`src/rtl/ps2_pkg.sv`:
```
// ps2_pkg: shared PS/2 state encoding, keyboard command bytes and parity helper.
package ps2_pkg;
  typedef enum logic [2:0] {IDLE, INHIBIT, REQ, WAIT_FIRST, SHIFT, WAIT_IDLE, FAIL} state_t;
  localparam logic [7:0] CMD_SET_LEDS = 8'hED;
  localparam logic [7:0] CMD_ENABLE = 8'hF4;
  localparam logic [7:0] CMD_RESET = 8'hFF;
  localparam logic [7:0] ACK_CODE = 8'hFA;
  function automatic logic odd_parity(input logic [7:0] b);
    return ~^b;
  endfunction
endpackage

```
`src/rtl/ps2_host_tx_if.sv`:
```
// ps2_host_tx_if: command handshake plus open-drain pin levels/enables of the PS/2 host transmitter.
interface ps2_host_tx_if;
  logic send;
  logic [7:0] tx_byte;
  logic busy;
  logic done;
  logic error;
  logic ps2_clk_in;
  logic ps2_dat_in;
  logic ps2_clk_oe;
  logic ps2_dat_oe;
  modport master (
    output send, tx_byte, ps2_clk_in, ps2_dat_in,
    input busy, done, error, ps2_clk_oe, ps2_dat_oe
  );
  modport slave (
    input send, tx_byte, ps2_clk_in, ps2_dat_in,
    output busy, done, error, ps2_clk_oe, ps2_dat_oe
  );
endinterface

```
`src/rtl/ps2_line_filter.sv`:
```
// ps2_line_filter: 2-flop synchroniser, FILTER_CYCLES glitch filter and falling-edge strobe for one PS/2 line.
module ps2_line_filter #(
  parameter int FILTER_CYCLES = 8
) (
  input  logic CLOCK_50,
  input  logic resetn,
  input  logic raw,
  output logic level,
  output logic fall
);
  localparam int CW = $clog2(FILTER_CYCLES + 1);
  logic [1:0] sync;
  logic [CW-1:0] cnt;
  logic accept;
  always_comb accept = (sync[1] != level) && (cnt == CW'(FILTER_CYCLES - 1));
  // cnt counts consecutive samples disagreeing with level; any agreeing sample restarts it
  always_ff @(posedge CLOCK_50 or negedge resetn)
    if (!resetn) begin
      sync <= 2'b11;
      cnt <= '0;
      level <= 1'b1;
      fall <= 1'b0;
    end else begin
      sync <= {sync[0], raw};
      cnt <= (sync[1] == level || accept) ? '0 : cnt + 1'b1;
      level <= accept ? sync[1] : level;
      fall <= accept && level;
    end
endmodule

```
`src/rtl/ps2_host_tx.sv`:
```
// ps2_host_tx: sends one command byte host-to-device on the PS/2 keyboard port
// and reports done (ACK seen) or error (timeout / missing ACK).
module ps2_host_tx
  import ps2_pkg::*;
#(
  parameter int INHIBIT_CYCLES = 5000,
  parameter int START_TIMEOUT = 750000,
  parameter int FRAME_TIMEOUT = 100000,
  parameter int FILTER_CYCLES = 8
) (
  input logic CLOCK_50,
  input logic resetn,
  ps2_host_tx_if.slave bus
);
  localparam int TW = $clog2(START_TIMEOUT + 1);
  state_t state;
  logic [8:0] shift;
  logic [3:0] bitcnt;
  logic [TW-1:0] timer;
  logic clk_lvl, clk_fall, dat_lvl, dat_fall_unused, fail_now;
  ps2_line_filter #(.FILTER_CYCLES(FILTER_CYCLES)) u_clk_filt (
    .CLOCK_50(CLOCK_50), .resetn(resetn), .raw(bus.ps2_clk_in), .level(clk_lvl), .fall(clk_fall)
  );
  ps2_line_filter #(.FILTER_CYCLES(FILTER_CYCLES)) u_dat_filt (
    .CLOCK_50(CLOCK_50), .resetn(resetn), .raw(bus.ps2_dat_in), .level(dat_lvl), .fall(dat_fall_unused)
  );
  // the 11th fall (bitcnt 10) is where the device must hold data low as ACK
  always_comb fail_now = (state == WAIT_FIRST && !clk_fall && timer == '0)
                      || (state == SHIFT && (clk_fall ? (bitcnt == 4'd10 && dat_lvl) : timer == '0))
                      || (state == WAIT_IDLE && !(clk_lvl && dat_lvl) && timer == '0);
  always_ff @(posedge CLOCK_50 or negedge resetn)
    if (!resetn) begin
      state <= IDLE;
      shift <= '0;
      bitcnt <= '0;
      timer <= '0;
      bus.busy <= 1'b0;
      bus.done <= 1'b0;
      bus.error <= 1'b0;
      bus.ps2_clk_oe <= 1'b0;
      bus.ps2_dat_oe <= 1'b0;
    end else begin
      bus.done <= 1'b0;
      bus.error <= 1'b0;
      timer <= (timer == '0) ? '0 : timer - 1'b1;
      case (state)
        IDLE: if (bus.send && !bus.done) begin
          shift <= {odd_parity(bus.tx_byte), bus.tx_byte};
          timer <= TW'(INHIBIT_CYCLES - 1);
          bus.ps2_clk_oe <= 1'b1;
          bus.busy <= 1'b1;
          state <= INHIBIT;
        end
        INHIBIT: if (timer == '0) begin
          bus.ps2_dat_oe <= 1'b1;
          state <= REQ;
        end
        REQ: begin
          timer <= TW'(START_TIMEOUT);
          bus.ps2_clk_oe <= 1'b0;
          state <= WAIT_FIRST;
        end
        WAIT_FIRST: if (clk_fall) begin
          bus.ps2_dat_oe <= ~shift[0];
          shift <= {1'b0, shift[8:1]};
          bitcnt <= 4'd1;
          timer <= TW'(FRAME_TIMEOUT);
          state <= SHIFT;
        end
        SHIFT: if (clk_fall) begin
          bitcnt <= bitcnt + 4'd1;
          if (bitcnt == 4'd10) state <= WAIT_IDLE;
          else if (bitcnt == 4'd9) bus.ps2_dat_oe <= 1'b0;
          else begin
            bus.ps2_dat_oe <= ~shift[0];
            shift <= {1'b0, shift[8:1]};
          end
        end
        WAIT_IDLE: if (clk_lvl && dat_lvl) begin
          bus.done <= 1'b1;
          bus.busy <= 1'b0;
          state <= IDLE;
        end
        FAIL: state <= IDLE;
        default: state <= IDLE;
      endcase
      if (fail_now) begin
        bus.error <= 1'b1;
        bus.busy <= 1'b0;
        bus.ps2_clk_oe <= 1'b0;
        bus.ps2_dat_oe <= 1'b0;
        state <= FAIL;
      end
    end
endmodule

```
`src/flat_wrapper.sv`:
```
// flat-port wrapper written by rule: the top's interface ports become plain ports
module ps2_host_tx_flat import ps2_pkg::*;
#(
  parameter int INHIBIT_CYCLES = 5000,
  parameter int START_TIMEOUT = 750000,
  parameter int FRAME_TIMEOUT = 100000,
  parameter int FILTER_CYCLES = 8
)
  (CLOCK_50, resetn, bus_send, bus_tx_byte, bus_ps2_clk_in, bus_ps2_dat_in, bus_busy, bus_done, bus_error, bus_ps2_clk_oe, bus_ps2_dat_oe);
  ps2_host_tx_if bus_i ();
  input logic CLOCK_50;
  input logic resetn;
  input wire logic [$bits(bus_i.send)-1:0] bus_send;
  input wire logic [$bits(bus_i.tx_byte)-1:0] bus_tx_byte;
  input wire logic [$bits(bus_i.ps2_clk_in)-1:0] bus_ps2_clk_in;
  input wire logic [$bits(bus_i.ps2_dat_in)-1:0] bus_ps2_dat_in;
  output wire logic [$bits(bus_i.busy)-1:0] bus_busy;
  output wire logic [$bits(bus_i.done)-1:0] bus_done;
  output wire logic [$bits(bus_i.error)-1:0] bus_error;
  output wire logic [$bits(bus_i.ps2_clk_oe)-1:0] bus_ps2_clk_oe;
  output wire logic [$bits(bus_i.ps2_dat_oe)-1:0] bus_ps2_dat_oe;
  assign bus_i.send = bus_send;
  assign bus_i.tx_byte = bus_tx_byte;
  assign bus_i.ps2_clk_in = bus_ps2_clk_in;
  assign bus_i.ps2_dat_in = bus_ps2_dat_in;
  assign bus_busy = bus_i.busy;
  assign bus_done = bus_i.done;
  assign bus_error = bus_i.error;
  assign bus_ps2_clk_oe = bus_i.ps2_clk_oe;
  assign bus_ps2_dat_oe = bus_i.ps2_dat_oe;
  ps2_host_tx #(.INHIBIT_CYCLES(INHIBIT_CYCLES), .START_TIMEOUT(START_TIMEOUT), .FRAME_TIMEOUT(FRAME_TIMEOUT), .FILTER_CYCLES(FILTER_CYCLES)) u_core (.CLOCK_50(CLOCK_50), .resetn(resetn), .bus(bus_i));
endmodule
```
`config.mk`:
```
export PLATFORM = sky130hd
export DESIGN_NAME = ps2_host_tx_flat
export DESIGN_NICKNAME = d
export VERILOG_FILES = /design/src/rtl/ps2_pkg.sv /design/src/rtl/ps2_host_tx_if.sv /design/src/rtl/ps2_line_filter.sv /design/src/rtl/ps2_host_tx.sv /design/src/flat_wrapper.sv
export SDC_FILE = /design/constraint.sdc
export NUM_CORES = 1
export LEC_CHECK = 0
export ABC_CLOCK_PERIOD_IN_PS = 2280
export BUFFER_PORTS_ARGS = -buffer_cell sky130_fd_sc_hd__clkbuf_2
export CAP_MARGIN = 20
export CORE_ASPECT_RATIO = 0.8
export CORE_UTILIZATION = 30
export CTS_CLUSTER_SIZE = 40
export DETAILED_ROUTE_END_ITERATION = 8
export PLACE_DENSITY = 0.56
export SLEW_MARGIN = 30
export SYNTH_ARGS = -nofsm -noshare
export SYNTH_HDL_FRONTEND = slang
export SYNTH_SLANG_ARGS = --single-unit
```
`constraint.sdc`:
```
create_clock -name CLOCK_50 -period 2.28 [get_ports CLOCK_50]
set_clock_uncertainty 0.2 [all_clocks]
set_input_delay 0.114 -clock CLOCK_50 [delete_from_list [all_inputs] [get_ports CLOCK_50]]
set_output_delay 0.114 -clock CLOCK_50 [all_outputs]
set_load 0.05 [all_outputs]
```
==> impl_metrics.env <==
export IMPL_grt_overflow_total=0
export IMPL_cap_viol_max_count=0
export IMPL_timing_reg2reg_worst_path_depth=5
export IMPL_post_route_cells_drive_above_1_share=0.211
export IMPL_synthesis_instances=277
export IMPL_post_synth_instance_area_um2=2860
export IMPL_setup_viol_count_final=0
export IMPL_layoutNonFillerInstCount=442
export IMPL_top_signal_layer_used="met4"
export IMPL_place_worst_setup_slack_ps=6.17
export IMPL_routed_length_on_met2_um=2400
export IMPL_cp_data_arrival_time_ps=2280
export IMPL_total_area_of_multi_input_combinational_cells_um2=1390
export IMPL_register_area_um2=1410
export IMPL_final_nets=346
export IMPL_vias_in_the_first_global_route=1958
export IMPL_finish_utilization=0.381
export IMPL_number_of_pins_with_negative_max_slew_slack_in_the_final_report=0
export IMPL_vdd_ir_drop_worst_mv=0.465
export IMPL_worstPathRequired_ps=2310
export IMPL_timing_max_slew_rel_slack=0.655
export IMPL_number_of_flops_mapped_to_enable_cells_by_yosys=0
export IMPL_layout_cell_area_non_filler_um2=3490
export IMPL_antenna_cells=0
export IMPL_cellPowerDensity_nw_per_um2=603
export IMPL_totalWireLength_um=5750
export IMPL_worst_setup_slack_after_layout_ps=27.1
export IMPL_rsz0062_at_grt="yes"
export IMPL_synthToLayoutAreaGrowth_pct=22.0
export IMPL_met3RoutedLength_um=144
export IMPL_cts_buffer_depth=2
export IMPL_start_util=0.313
export IMPL_die_w_um=111
export IMPL_wire_length_of_the_first_global_routing_pass_um=9830
export IMPL_drt_initial_drc_count=110
export IMPL_avgViaCountPerCell=4.67
export IMPL_final_cycle_share=0.988
export IMPL_post_layout_total_power_w=0.00210
export IMPL_synth_cell_type_count=49
export IMPL_detail_route_wirelength_met1_um=3160
export IMPL_drt_drc_violations_left=0
export IMPL_routed_wire_length_per_instance_um=13.0
export IMPL_setup_worst_path_end_class="register"
export IMPL_register_bit_total_from_synthesis=56
export IMPL_final_common_cell="sky130_fd_sc_hd__dfrtp_1"
export IMPL_clkSinkCount=56
export IMPL_cts_tree="done"
export IMPL_top_ports=18
export IMPL_cp_max_fo=7
export IMPL_grt_antenna_before_repair=0
export IMPL_final_fill_count=938
export IMPL_clk_latency_ps=290
export IMPL_num_vias=2064
export IMPL_detailed_place_hpwl_um=4130
export IMPL_achievable_frequency_mhz=444
export IMPL_grt_start_max_net_pins=38
export IMPL_tritoncts_num_buffers=5
export IMPL_static_leakage_power_nw=1.47
export IMPL_grt_total_usage=0.128
export IMPL_synth_main_ff_cell="sky130_fd_sc_hd__dfrtp_1"
export IMPL_die_height_um=89.4
export IMPL_place_congestion=0.820
export IMPL_numPortBuffers=17
export IMPL_synthesis_nets=297
export IMPL_first_pass_iters=4
export IMPL_die_area_um2=9940
export IMPL_timing_hold_violations_final=0
export IMPL_ys_seq_area_frac=0.492
export IMPL_final_period_minus_worst_setup_slack_ps=2250
export IMPL_mostFrequentLayoutCells="50 x sky130_fd_sc_hd__dfrtp_1, 30 x sky130_fd_sc_hd__nand2_1, 29 x sky130_fd_sc_hd__o21ai_0"
export IMPL_setup_crit_path_kind="reg -> reg"
export IMPL_clk_transition_reported_paths_ps=70
export IMPL_worst_pin_slew_ps=518
export IMPL_h_tree_level_count=2
export IMPL_min_delay_path_class="in -> async"
export IMPL_yosys_warnings=0
export IMPL_placedInstanceArea_um2=3170
export IMPL_clock_root_buffer="sky130_fd_sc_hd__clkbuf_16"
export IMPL_core_rowCount=31
export IMPL_mean_post_synth_cell_area_um2=10.3
export IMPL_placed_cells=418
export IMPL_core_area_um2=9150
export IMPL_outcome="completed"
export IMPL_ant_nets=0
export IMPL_asyncSetResetFlopFracSynth=1.00
export IMPL_critPathLaunchType="register"
[cells in the mapped netlist, types with 3 or more instances]
library cell / number / share of area
sky130_fd_sc_hd__buf_6: 3 / 0.012
sky130_fd_sc_hd__dfstp_2: 6 / 0.055
sky130_fd_sc_hd__nand2_1: 31 / 0.041
sky130_fd_sc_hd__inv_1: 9 / 0.012
sky130_fd_sc_hd__nor4_1: 3 / 0.0066
sky130_fd_sc_hd__xor2_1: 19 / 0.058
sky130_fd_sc_hd__a21oi_1: 4 / 0.0070
sky130_fd_sc_hd__nor3_1: 3 / 0.0052
sky130_fd_sc_hd__nand2b_1: 5 / 0.011
sky130_fd_sc_hd__nor2_1: 28 / 0.037
sky130_fd_sc_hd__dfrtp_1: 50 / 0.44
sky130_fd_sc_hd__nand3b_1: 8 / 0.021
sky130_fd_sc_hd__xnor2_1: 14 / 0.043
sky130_fd_sc_hd__nor2b_1: 3 / 0.0066
sky130_fd_sc_hd__ha_1: 7 / 0.031
sky130_fd_sc_hd__nand3_1: 7 / 0.012
sky130_fd_sc_hd__o21ai_0: 29 / 0.051
sky130_fd_sc_hd__mux2i_1: 9 / 0.031
sky130_fd_sc_hd__and3_1: 3 / 0.0066
[kinds of logic (layout without fill, tap and decap cells)]
logic type,Yosys count,in the layout,share of synthesized area
AO/OA/AOI/OAI,46,46,0.103
XOR/XNOR,33,33,0.101
adder cells (fa/ha/maj),7,7,0.0306
buffers and inverters,16,66,0.0310
flip-flops,56,56,0.492
multiplexers,11,11,0.0394
AND/OR/NAND/NOR,108,108,0.203
[sequential cells by signal, indices dropped and copies added (netlist names)]
register and cells:
u_core.shift 9, u_core.u_dat_filt.cnt 4, u_core.u_clk_filt.fall 1, u_core.bus.ps2_clk_oe 1, u_core.bitcnt 4, u_core.timer 20
u_core.bus.done 1, u_core.bus.ps2_dat_oe 1, u_core.bus.error 1, u_core.u_clk_filt.cnt 4, u_core.u_dat_filt.sync 2, u_core.u_clk_filt.level 1
u_core.u_dat_filt.level 1, u_core.bus.busy 1, u_core.u_clk_filt.sync 2, u_core.state 3
[per-layer routing]
layer / track usage / vias up
li1: - / 1048
met4: 0.0332 / 0
met1: 0.190 / 982
met3: 0.0285 / 6
met5: 0 / -
met2: 0.186 / 28
[final timing paths]
| check | start | to | slack (ps) |
|---|---|---|---|
| worst min register to register | u_core.u_clk_filt.sync[0] | u_core.u_clk_filt.sync[1] | 160 |
| worst min-delay path | resetn | u_core.u_dat_filt.cnt[0] | 140 |
| max in group asynchronous | resetn | u_core.u_clk_filt.sync[0] | 1120 |
| worst max-delay path | u_core.timer[18] | u_core.state[1] | 30 |
| worst max register to register | u_core.timer[18] | u_core.state[1] | 30 |
| min in group CLOCK_50 | u_core.u_clk_filt.sync[0] | u_core.u_clk_filt.sync[1] | 160 |
[cell type report]
| type | instances | share of cell area |
|---|---|---|
| tap | 115 | 0.0412 |
| timing repair buffer | 49 | 0.105 |
| multi-input combinational | 205 | 0.398 |
| inverter | 9 | 0.00968 |
| clock inverter | 1 | 0.00215 |
| clock buffer | 7 | 0.0409 |
| sequential | 56 | 0.404 |
[critical path: stages (launching register included)]
cell and delay (ps):
sky130_fd_sc_hd__dfrtp_1 390, sky130_fd_sc_hd__or4_4 570, sky130_fd_sc_hd__nor4_4 420, sky130_fd_sc_hd__nand2_4 150
sky130_fd_sc_hd__nor4_4 310, sky130_fd_sc_hd__a311o_1 150
[where the power goes]
group / switching, W / internal [W] / leakage, nW
clock: 0.000337 / 0.000438 / 0.0701
combinational: 0.000101 / 0.000110 / 0.714
sequential: 0.0000510 / 0.00107 / 0.684
total: 0.000489 / 0.00162 / 1.47
[stage by stage]
step                setup TNS (ps)  hold WS, ps
CTS                              0          138
global route                  -402          164
finish                           0          137
floorplan                        0         -382
global placement                 0        -90.7
detailed placement               0        -85.8
[timing repair]
item | in CTS | in global routing
gates resized for setup | 1 | 4
setup endpoints to repair | 1 | 9
pin swaps | 0 | 5
setup buffers | 0 | 5
hold buffers | 11 | 0
hold endpoints to repair | 29 | 0
(Power assumes the default switching activity.)
